==> config.mk <==
export PLATFORM = sky130hd
export DESIGN_NAME = alu_decoder_flat
export DESIGN_NICKNAME = d
export VERILOG_FILES = /design/src/rtl/alu_decoder_pkg.sv /design/src/rtl/alu_decoder_if.sv /design/src/rtl/alu_decoder_skid_buffer.sv /design/src/rtl/alu_decoder.sv /design/src/flat_wrapper.sv
export SDC_FILE = /design/constraint.sdc
export NUM_CORES = 1
export LEC_CHECK = 0
export ABC_AREA = 1
export CAP_MARGIN = 20
export CORE_ASPECT_RATIO = 0.75
export CORE_MARGIN = 2
export CORE_UTILIZATION = 51
export CTS_BUF_LIST = sky130_fd_sc_hd__clkbuf_16
export DETAILED_ROUTE_END_ITERATION = 8
export PLACE_DENSITY_LB_ADDON = 0.05
export SKIP_LAST_GASP = 1
export SLEW_MARGIN = 15
export SYNTH_ARGS = -nofsm -noshare
export SYNTH_HDL_FRONTEND = slang
export SYNTH_HIERARCHICAL = 1
export SYNTH_SLANG_ARGS = --single-unit
==> constraint.sdc <==
create_clock -name clk -period 3.1 [get_ports clk]
set_input_delay 0.62 -clock clk [delete_from_list [all_inputs] [get_ports clk]]
set_output_delay 0.62 -clock clk [all_outputs]
set_load 0.01 [all_outputs]
==> src/rtl/alu_decoder_pkg.sv <==
// alu_decoder_pkg: shared RV32I opcode/funct7 constants and ALU funct codes for the decoder
package alu_decoder_pkg;

   localparam logic [6:0] OPC_OP     = 7'b0110011;
   localparam logic [6:0] OPC_OP_IMM = 7'b0010011;
   localparam logic [6:0] OPC_LUI    = 7'b0110111;

   localparam logic [6:0] F7_ZERO = 7'b0000000;
   localparam logic [6:0] F7_ALT  = 7'b0100000;

   localparam int ALU_FUNCT_WIDTH = 4;

   typedef enum logic [ALU_FUNCT_WIDTH-1:0] {
      ALU_ADD  = 4'd0,
      ALU_SUB  = 4'd1,
      ALU_SLL  = 4'd2,
      ALU_SLT  = 4'd3,
      ALU_SLTU = 4'd4,
      ALU_XOR  = 4'd5,
      ALU_SRL  = 4'd6,
      ALU_SRA  = 4'd7,
      ALU_OR   = 4'd8,
      ALU_AND  = 4'd9,
      ALU_NOR  = 4'd10
   } alu_funct_e;

   // alt selects the funct7=0100000 variant, which only exists for funct3 000 and 101
   function automatic alu_funct_e funct_map(input logic [2:0] f3, input logic alt);
      alu_funct_e f;
      case (f3)
         3'b000:  f = alt ? ALU_SUB : ALU_ADD;
         3'b001:  f = ALU_SLL;
         3'b010:  f = ALU_SLT;
         3'b011:  f = ALU_SLTU;
         3'b100:  f = ALU_XOR;
         3'b101:  f = alt ? ALU_SRA : ALU_SRL;
         3'b110:  f = ALU_OR;
         default: f = ALU_AND;
      endcase
      return f;
   endfunction

endpackage

==> src/rtl/alu_decoder_if.sv <==
// alu_decoder_if: register-read side and execute side handshake bundle of the decoder
interface alu_decoder_if #(parameter int N = 32);
   import alu_decoder_pkg::*;
   logic                       in_valid;
   logic                       in_ready;
   logic [31:0]                instr;
   logic [N-1:0]               rs1_data;
   logic [N-1:0]               rs2_data;
   logic                       out_valid;
   logic                       out_ready;
   logic [N-1:0]               alu_x;
   logic [N-1:0]               alu_y;
   logic [ALU_FUNCT_WIDTH-1:0] alu_funct;
   logic [4:0]                 rd;
   logic                       wb_en;
   logic                       illegal;

   modport slave (
      input  in_valid, instr, rs1_data, rs2_data, out_ready,
      output in_ready, out_valid, alu_x, alu_y, alu_funct, rd, wb_en, illegal
   );

   modport master (
      output in_valid, instr, rs1_data, rs2_data, out_ready,
      input  in_ready, out_valid, alu_x, alu_y, alu_funct, rd, wb_en, illegal
   );
endinterface

==> src/rtl/alu_decoder_skid_buffer.sv <==
// skid_buffer: two-entry valid/ready stage whose in_ready depends only on registered state
module skid_buffer #(parameter int W = 8) (
   input  logic         clk,
   input  logic         rst,
   input  logic         in_valid,
   output logic         in_ready,
   input  logic [W-1:0] in_data,
   output logic         out_valid,
   input  logic         out_ready,
   output logic [W-1:0] out_data
);

   typedef enum logic [1:0] {EMPTY, MAIN, BOTH} state_e;

   state_e       state_q, state_d;
   logic [W-1:0] main_q, main_d, skid_q, skid_d;
   logic         acc, con;

   // next state: main feeds the output, skid catches the entry accepted while output stalls
   always_comb begin
      state_d   = state_q;
      main_d    = main_q;
      skid_d    = skid_q;
      in_ready  = state_q != BOTH;
      out_valid = state_q != EMPTY;
      out_data  = main_q;
      acc       = in_valid && in_ready;
      con       = out_valid && out_ready;
      case (state_q)
         EMPTY: if (acc) begin
            state_d = MAIN;
            main_d  = in_data;
         end
         MAIN: if (acc && con) begin
            main_d = in_data;
         end else if (acc) begin
            skid_d  = in_data;
            state_d = BOTH;
         end else if (con) begin
            state_d = EMPTY;
         end
         BOTH: if (con) begin
            main_d  = skid_q;
            state_d = MAIN;
         end
         default: state_d = EMPTY;
      endcase
   end

   // state and payload registers; reset clears payloads so outputs read zero
   always_ff @(posedge clk) begin
      if (rst) begin
         state_q <= EMPTY;
         main_q  <= '0;
         skid_q  <= '0;
      end else begin
         state_q <= state_d;
         main_q  <= main_d;
         skid_q  <= skid_d;
      end
   end

endmodule

==> src/rtl/alu_decoder.sv <==
// alu_decoder: RV32I OP/OP-IMM/LUI to ALU operand/funct decode, one skid-buffered stage; ALU_DECODER_TRAP_EN emits illegal entries instead of dropping them
module alu_decoder
   import alu_decoder_pkg::*;
#(
   parameter int N = 32
) (
   input logic         clk,
   input logic         rst,
   alu_decoder_if.slave bus
);

   localparam int W = 2 * N + ALU_FUNCT_WIDTH + 7;

   logic [6:0]   opc, f7;
   logic [2:0]   f3;
   logic [4:0]   rd_w;
   logic [N-1:0] x, y;
   alu_funct_e   funct;
   logic         ill, shamt, wb, ill_bit, sb_valid;
   logic [W-1:0] pay_in, pay_out;

   assign opc  = bus.instr[6:0];
   assign f3   = bus.instr[14:12];
   assign f7   = bus.instr[31:25];
   assign rd_w = bus.instr[11:7];

   // decode; anything not recognised collapses to a zero-operand ADD
   always_comb begin
      x     = '0;
      y     = '0;
      funct = ALU_ADD;
      ill   = 1'b1;
      shamt = f3[1:0] == 2'b01;
      if (opc == OPC_OP) begin
         x     = bus.rs1_data;
         y     = bus.rs2_data;
         ill   = !(f7 == F7_ZERO || (f7 == F7_ALT && (f3 == 3'b000 || f3 == 3'b101)));
         funct = funct_map(f3, f7 == F7_ALT);
      end else if (opc == OPC_OP_IMM) begin
         x     = bus.rs1_data;
         y     = shamt ? N'(bus.instr[24:20]) : N'($signed(bus.instr[31:20]));
         ill   = shamt && !(f7 == F7_ZERO || (f7 == F7_ALT && f3[2]));
         funct = funct_map(f3, shamt && f7 == F7_ALT);
      end else if (opc == OPC_LUI) begin
         y     = N'({bus.instr[31:12], 12'b0});
         ill   = 1'b0;
      end
      if (ill) begin
         x     = '0;
         y     = '0;
         funct = ALU_ADD;
      end
   end

   assign wb = !ill && rd_w != 5'd0;

`ifdef ALU_DECODER_TRAP_EN
   assign sb_valid = bus.in_valid;
   assign ill_bit  = ill;
`else
   assign sb_valid = bus.in_valid && !ill;
   assign ill_bit  = 1'b0;
`endif

   assign pay_in = {x, y, funct, rd_w, wb, ill_bit};
   assign {bus.alu_x, bus.alu_y, bus.alu_funct, bus.rd, bus.wb_en, bus.illegal} = pay_out;

   skid_buffer #(.W(W)) u_skid (
      .clk      (clk),
      .rst      (rst),
      .in_valid (sb_valid),
      .in_ready (bus.in_ready),
      .in_data  (pay_in),
      .out_valid(bus.out_valid),
      .out_ready(bus.out_ready),
      .out_data (pay_out)
   );

endmodule
==> src/flat_wrapper.sv <==
// flat-port wrapper written by rule: the top's interface ports become plain ports
module alu_decoder_flat import alu_decoder_pkg::*;
#(
   parameter int N = 32
)
  (clk, rst, bus_in_valid, bus_instr, bus_rs1_data, bus_rs2_data, bus_out_ready, bus_in_ready, bus_out_valid, bus_alu_x, bus_alu_y, bus_alu_funct, bus_rd, bus_wb_en, bus_illegal);
  alu_decoder_if #(.N(N)) bus_i ();
  input logic clk;
  input logic rst;
  input wire logic [$bits(bus_i.in_valid)-1:0] bus_in_valid;
  input wire logic [$bits(bus_i.instr)-1:0] bus_instr;
  input wire logic [$bits(bus_i.rs1_data)-1:0] bus_rs1_data;
  input wire logic [$bits(bus_i.rs2_data)-1:0] bus_rs2_data;
  input wire logic [$bits(bus_i.out_ready)-1:0] bus_out_ready;
  output wire logic [$bits(bus_i.in_ready)-1:0] bus_in_ready;
  output wire logic [$bits(bus_i.out_valid)-1:0] bus_out_valid;
  output wire logic [$bits(bus_i.alu_x)-1:0] bus_alu_x;
  output wire logic [$bits(bus_i.alu_y)-1:0] bus_alu_y;
  output wire logic [$bits(bus_i.alu_funct)-1:0] bus_alu_funct;
  output wire logic [$bits(bus_i.rd)-1:0] bus_rd;
  output wire logic [$bits(bus_i.wb_en)-1:0] bus_wb_en;
  output wire logic [$bits(bus_i.illegal)-1:0] bus_illegal;
  assign bus_i.in_valid = bus_in_valid;
  assign bus_i.instr = bus_instr;
  assign bus_i.rs1_data = bus_rs1_data;
  assign bus_i.rs2_data = bus_rs2_data;
  assign bus_i.out_ready = bus_out_ready;
  assign bus_in_ready = bus_i.in_ready;
  assign bus_out_valid = bus_i.out_valid;
  assign bus_alu_x = bus_i.alu_x;
  assign bus_alu_y = bus_i.alu_y;
  assign bus_alu_funct = bus_i.alu_funct;
  assign bus_rd = bus_i.rd;
  assign bus_wb_en = bus_i.wb_en;
  assign bus_illegal = bus_i.illegal;
  alu_decoder #(.N(N)) u_core (.clk(clk), .rst(rst), .bus(bus_i));
endmodule
-- Yosys cells after proc, flatten, opt, wreduce, memory -nomap -nowiden
Index checks and enable logic that the tools add are counted.
- add/subtract/negate cells: 0
- multipliers: 0
- divide/modulo/power cells: 0
- $lt $le $gt $ge: 0
- equality and inequality tests: 19
- shift operators: 0
- muxes and demuxes: 30
- bitwise gates (word level): 1
- reduce and logical (&&, ||, !) cells: 24
- operators with widths (operator ; number):
    2-to-1 mux 32 bit ; 8
    2-to-1 mux 75 bit ; 3
    case mux 75 bit (3 select lines) ; 1
    case mux 4 bit (7 select lines) ; 2
    equality test 7 x 6 -> 1 bit, second input constant ; 3
    2-to-1 mux 4 bit ; 3
    2-to-1 mux 2 bit ; 5
    inequality test 2 bit, second input constant ; 5
    equality test 3 bit, second input constant ; 3
    logical AND 1 bit ; 9
    AND reduction 4 bit ; 2
    equality test 7 x 5 -> 1 bit, second input constant ; 1
    zero test 7 bit ; 1
    2-to-1 mux 1 bit ; 7
    equality test 3 x 2 -> 1 bit, second input constant ; 2
    case mux 2 bit (3 select lines) ; 1
    nonzero test 5 bit ; 1
    equality test 2 x 1 -> 1 bit, second input constant ; 2
    equality test 3 x 1 -> 1 bit, second input constant ; 1
    zero test 1 bit ; 3
    zero test 3 bit ; 1
    logical OR 1 bit ; 3
    inequality test 3 bit, second input constant ; 1
    AND reduction 3 bit ; 1
    other kinds (5) ; 5
- register bits: 151
- bits in latches: 0
- memory bits (writable): 0
- memory bits (read-only): 0
- input bits: 100
- output and inout port bits: 77
- memories: 0

-- Depth between registers and ports, before layout
- depth in word-level cells: 13
- mapped depth: 19

-- Cells and area by module
Netlist, hierarchy kept.
- modules (own cells, without submodules) (module ; times used ; cells an instance ; area an instance (µm²)):
    skid_buffer ; 1 ; 1087 ; 7039.3
    alu_decoder ; 1 ; 309 ; 1467.7

-- Least setup slack after synthesis
OpenSTA, ideal clock, no wires.
- path type: input port to flip-flop
- from: in bus_instr[29]
- to: reg u_core.u_skid.main_q[23] (netlist: u_core/u_skid/out_data[23])
- data arrival time: 2.290 ns
- slack: 0.695 ns
- stages on the path: 15
- path buffers: 3
- cells stage by stage: nor2_1 nand2_1 nor2_4 nand3_1 nand3_1 nand2_4 buf_6 nor2_2 nand4_1 nand2_1 buf_4 buf_2 nand3_1 nand2_1 nor2_1
- longest elaborated chain between the ends: 13
- elaborated cells between the ends (all ways): 22
- classes of those cells: 3 x eq/ne; 6 x mux; 13 x reduce/logical
- ends and longest elaborated chain (item ; line ; RTL):
    start: declaration ; flat_wrapper.sv:11 ; input wire logic [$bits(bus_i.instr)-1:0] bus_instr;
    equality test 7 x 6 -> 1 bit ; alu_decoder.sv:37, alu_decoder.sv:42 ;
    logical AND 1 bit ; alu_decoder.sv:42 ; ill = shamt && !(f7 == F7_ZERO || (f7 == F7_ALT && f3[2]));
    logical OR 1 bit ; alu_decoder.sv:42 ;
    zero test 1 bit ; alu_decoder.sv:42 ;
    logical AND 1 bit ; alu_decoder.sv:42 ;
    2-to-1 mux 1 bit ; alu_decoder.sv:39 ; end else if (opc == OPC_OP_IMM) begin
    2-to-1 mux 1 bit (*) ; alu_decoder.sv:34 ; if (opc == OPC_OP) begin
    zero test 1 bit (*) ; alu_decoder.sv:61 ; assign sb_valid = bus.in_valid && !ill;
    logical AND 1 bit (*) ; alu_decoder.sv:61 ;
    named net u_core.sb_valid ; alu_decoder.sv:19 ; logic ill, shamt, wb, ill_bit, sb_valid;
    logical AND 1 bit (*) ; alu_decoder_skid_buffer.sv:27 ; acc = in_valid && in_ready;
    logical AND 1 bit ; alu_decoder_skid_buffer.sv:34 ; MAIN: if (acc && con) begin
    inequality test 2 bit (no line) ; -- ;
    AND reduction 4 bit (no line) (*) ; -- ;
    end signal: assignment ; alu_decoder_skid_buffer.sv:58 ; main_q <= main_d;
    end: declaration ; alu_decoder_skid_buffer.sv:16 ; logic [W-1:0] main_q, main_d, skid_q, skid_d;
The timed path passes the listed nets; every way through them passes the cells marked *. The select of a mux whose other input is x is not followed.
A chain may end at the register's enable or synchronous reset.

-- Worst setup path after layout
- from: in bus_instr[3]
- to: reg u_core.u_skid.main_q[25] (netlist: u_core/u_skid/out_data[25])
- elaborated cells between the ends (all ways): 20
- classes of those cells: 5 x eq/ne; 10 x mux; 5 x reduce/logical
- RTL lines (item ; line ; RTL):
    equality test 7 x 6 -> 1 bit ; alu_decoder.sv:44 ; end else if (opc == OPC_LUI) begin
    2-to-1 mux 32 bit or 2-to-1 mux 1 bit (tied branches) ; alu_decoder.sv:44 ;
    2-to-1 mux 32 bit or 2-to-1 mux 1 bit (tied branches) ; alu_decoder.sv:39 ;
    2-to-1 mux 32 bit or 2-to-1 mux 1 bit (tied branches) ; alu_decoder.sv:34 ;
    2-to-1 mux 32 bit (*) ; alu_decoder.sv:48 ; if (ill) begin
    named net u_core.y[14] ; alu_decoder.sv:17 ; logic [N-1:0] x, y;
    2-to-1 mux 75 bit (on tied branches) ; alu_decoder_skid_buffer.sv:34, alu_decoder_skid_buffer.sv:30 ;
    case mux 75 bit (3 select lines) (*) ; alu_decoder_skid_buffer.sv:29 ; case (state_q)
Marked as above.

==> qor.txt <==
CTS max path bufs: 2
DR vias/cell: 5.15
GR peak layer: met2
Die H: 116 µm
total CTS buffers: 17
Post-Syn Instances: 1396
commonest non-fill, non-tap cell in the layout: nand2_1
clock share of power: 0.464
most frequent cells in the layout: nand2_1, nor2_1, nand3_1
DRT antenna net count: 0
initial core utilization: 0.526
Startpoint Class: primary input
routability congestion estimate: 0.887
met2 Use GR: 0.413
TNS Setup: 0 ns
Seq pwr share: 0.430
worst slew pin tran: 0.885 ns
Worst Path Required: 3.47 ns
Die ar.: 0.0177 mm²
routed via count: 8985
Syn Area/Cell: 6.09 µm²
Filler Cell Count: 1524
worst hold path class: register to register
H-tree depth: 4
leakage power: 4.37 nW
layout cells sized above 1: 0.0757
Clk Latency, worst-skew pair: 0.43 ns
I/O Buffers: 176
# diodes: 0
final net count: 1621
Worst setup EP type: register
synth unique cells: 28
max_slew headroom: 0.410
core area: 0.0162 mm²
RSZ-0062 raised after global routing: no
#FFs+latches synth: 152
num rows: 40
synth warn: 6
final hold vios: 0
status: completed
final WL: 24500 µm
Setup-failing EPs final: 0
Pwr Density: 424 mW/mm²
max-cap viol count: 0
Final min period: 2.54 ns
sequential fraction of the synthesis area: 0.358
Root Driver: clkbuf_16
CTS Hold Bufs: 0
most used cell, CP: nand2_1
Setup CP Type: primary input to register
clock sinks: 152
Setup Skew: 0.0108 ns
Worst VDD drop: 0.000340 V
Setup Fix Bufs, Post-CTS: 0
Total Power: 4.69 mW
Die X: 153 µm
Internal: 3.54 mW
post-DP HPWL: 16000 µm
Post-Synthesis Cell Area: 0.00851 mm²
# DRC: 0
Switch Pwr: 1.14 mW
CP Max Fanout: 16
Fmax achieved: 393 MHz
vias in the first global route: 7980
initial antenna violation count: 0
Sw Ratio: 0.244
max-slew violations: 0
GRT overflow: 0
Layout area overhead: 29.9%
CP max-delay cell: clkdlybuf4s50_1
DR iter-0 viols: 792
global-route wire length before repair: 40000 µm
met3 usage: 0.0471
CP max stage delay: 0.44 ns
PostCTS Resize Cnt: 0
gr usage total: 0.275
CTS tree: yes
wire per inst: 14.0 µm
Final period util: 0.820
largest net degree at the start of global routing: 76
crit path DAT: 2.91 ns
grt met1 use: 0.412
Reg clk slew, reported paths: 0.07 ns
boundary pin count: 177
Initial DRT Pass Iterations: 7
logic gate share of total power: 0.107
post-layout util: 0.683
crit-path cells: clkdlybuf4s50_1 > nor2_1 > nand2_2 > nor3_4 > buf_4 > nand2_1 > buf_12 > nand3_1 > nand2_1 > nor2_1 > nand2_1 > nand2_1 > inv_1 > nand3_1 > nand2_1 > nor2_1
## layout make-up
cell class	instances	area [µm²]	share of cell area
Clock buffer	17	425	0.0385
Clock inverter	14	193	0.0174
Inverter	105	399	0.0361
Multi-Input combinational cell	1028	4500	0.408
Sequential cell	152	3040	0.276
Tap cell	210	263	0.0238
Timing Repair Buffer	217	2220	0.201
## state kept, by name, indices dropped and copies added (netlist names)
name,count
u_core/u_skid/out_data,75
u_core/u_skid/skid_q,75
u_core/u_skid/state_q,2
## cells by family (layout without fill, tap and decap cells)
group,count (synthesis),after routing,share of synthesized area
AOI/OAI and AO/OA,156,156,0.0921
buffers and inverters,217,353,0.115
DFF,152,152,0.358
and+or+nand+nor,870,870,0.435
other,1,2,0.000441
## per-stage QoR
stage                     hold WS, ns  setup slack, ns  cell area, µm²  std cells
after floorplan                 0.456            0.695            8510       1397
after global placement          0.461            0.126           10400       1712
after detailed placement        0.467            0.116           10400       1712
after CTS                       0.483            0.560           11000       1743
after global routing            0.501            0.263           11000       1743
final                           0.482            0.558           11000       1743
## cell usage after synthesis (all sizes together)
master  number  area share
nand4        3      0.0022
buf         76       0.052
nor2       310        0.15
clkbuf      36       0.016
conb         1     0.00044
nand3      206        0.12
o211ai       1     0.00088
nor3b        2      0.0024
nand2      327        0.15
or2         20       0.015
nor3         2      0.0025
dfxtp      152        0.36
a21oi       79       0.046
inv        105       0.046
o21ai       76       0.045
## routing by layer
metal	wire length, µm	up-vias
met2	10500	340
met4	232	0
met1	11900	3992
li1	-	4631
met3	1830	22
met5	0	-
## path summary, 6_finish.rpt
check | from | to | slack [ns] | cells past startpoint
max reg2reg | u_core/u_skid/state_q[0]$_SDFFE_PP0P_ | u_core/u_skid/out_data[19]$_SDFFE_PP0P_ | 1.15 | 9
min | u_core/u_skid/out_data[48]$_SDFFE_PP0P_ | u_core/u_skid/out_data[48]$_SDFFE_PP0P_ | 0.48 | 2
min reg2reg | u_core/u_skid/out_data[48]$_SDFFE_PP0P_ | u_core/u_skid/out_data[48]$_SDFFE_PP0P_ | 0.48 | 2
max | bus_instr[3] | u_core/u_skid/out_data[25]$_SDFFE_PP0P_ | 0.56 | 16
## critical path, delay by kind of cell
family,cells,cell delay [ns]
simple gates,12,1.37
buf+inv,4,0.91
## power groups by stage
stage,clock network [mW],logic (mW),registers [mW]
6_report,2.17,0.500,2.01
3_5_place_dp,0,0.498,2.06
5_1_grt,2.30,0.549,2.02
3_3_place_gp,0,0.495,2.06
2_1_floorplan,0,0.212,2.07
4_1_cts,2.21,0.500,2.01
Note: power is estimated with default switching activity, not from simulation.
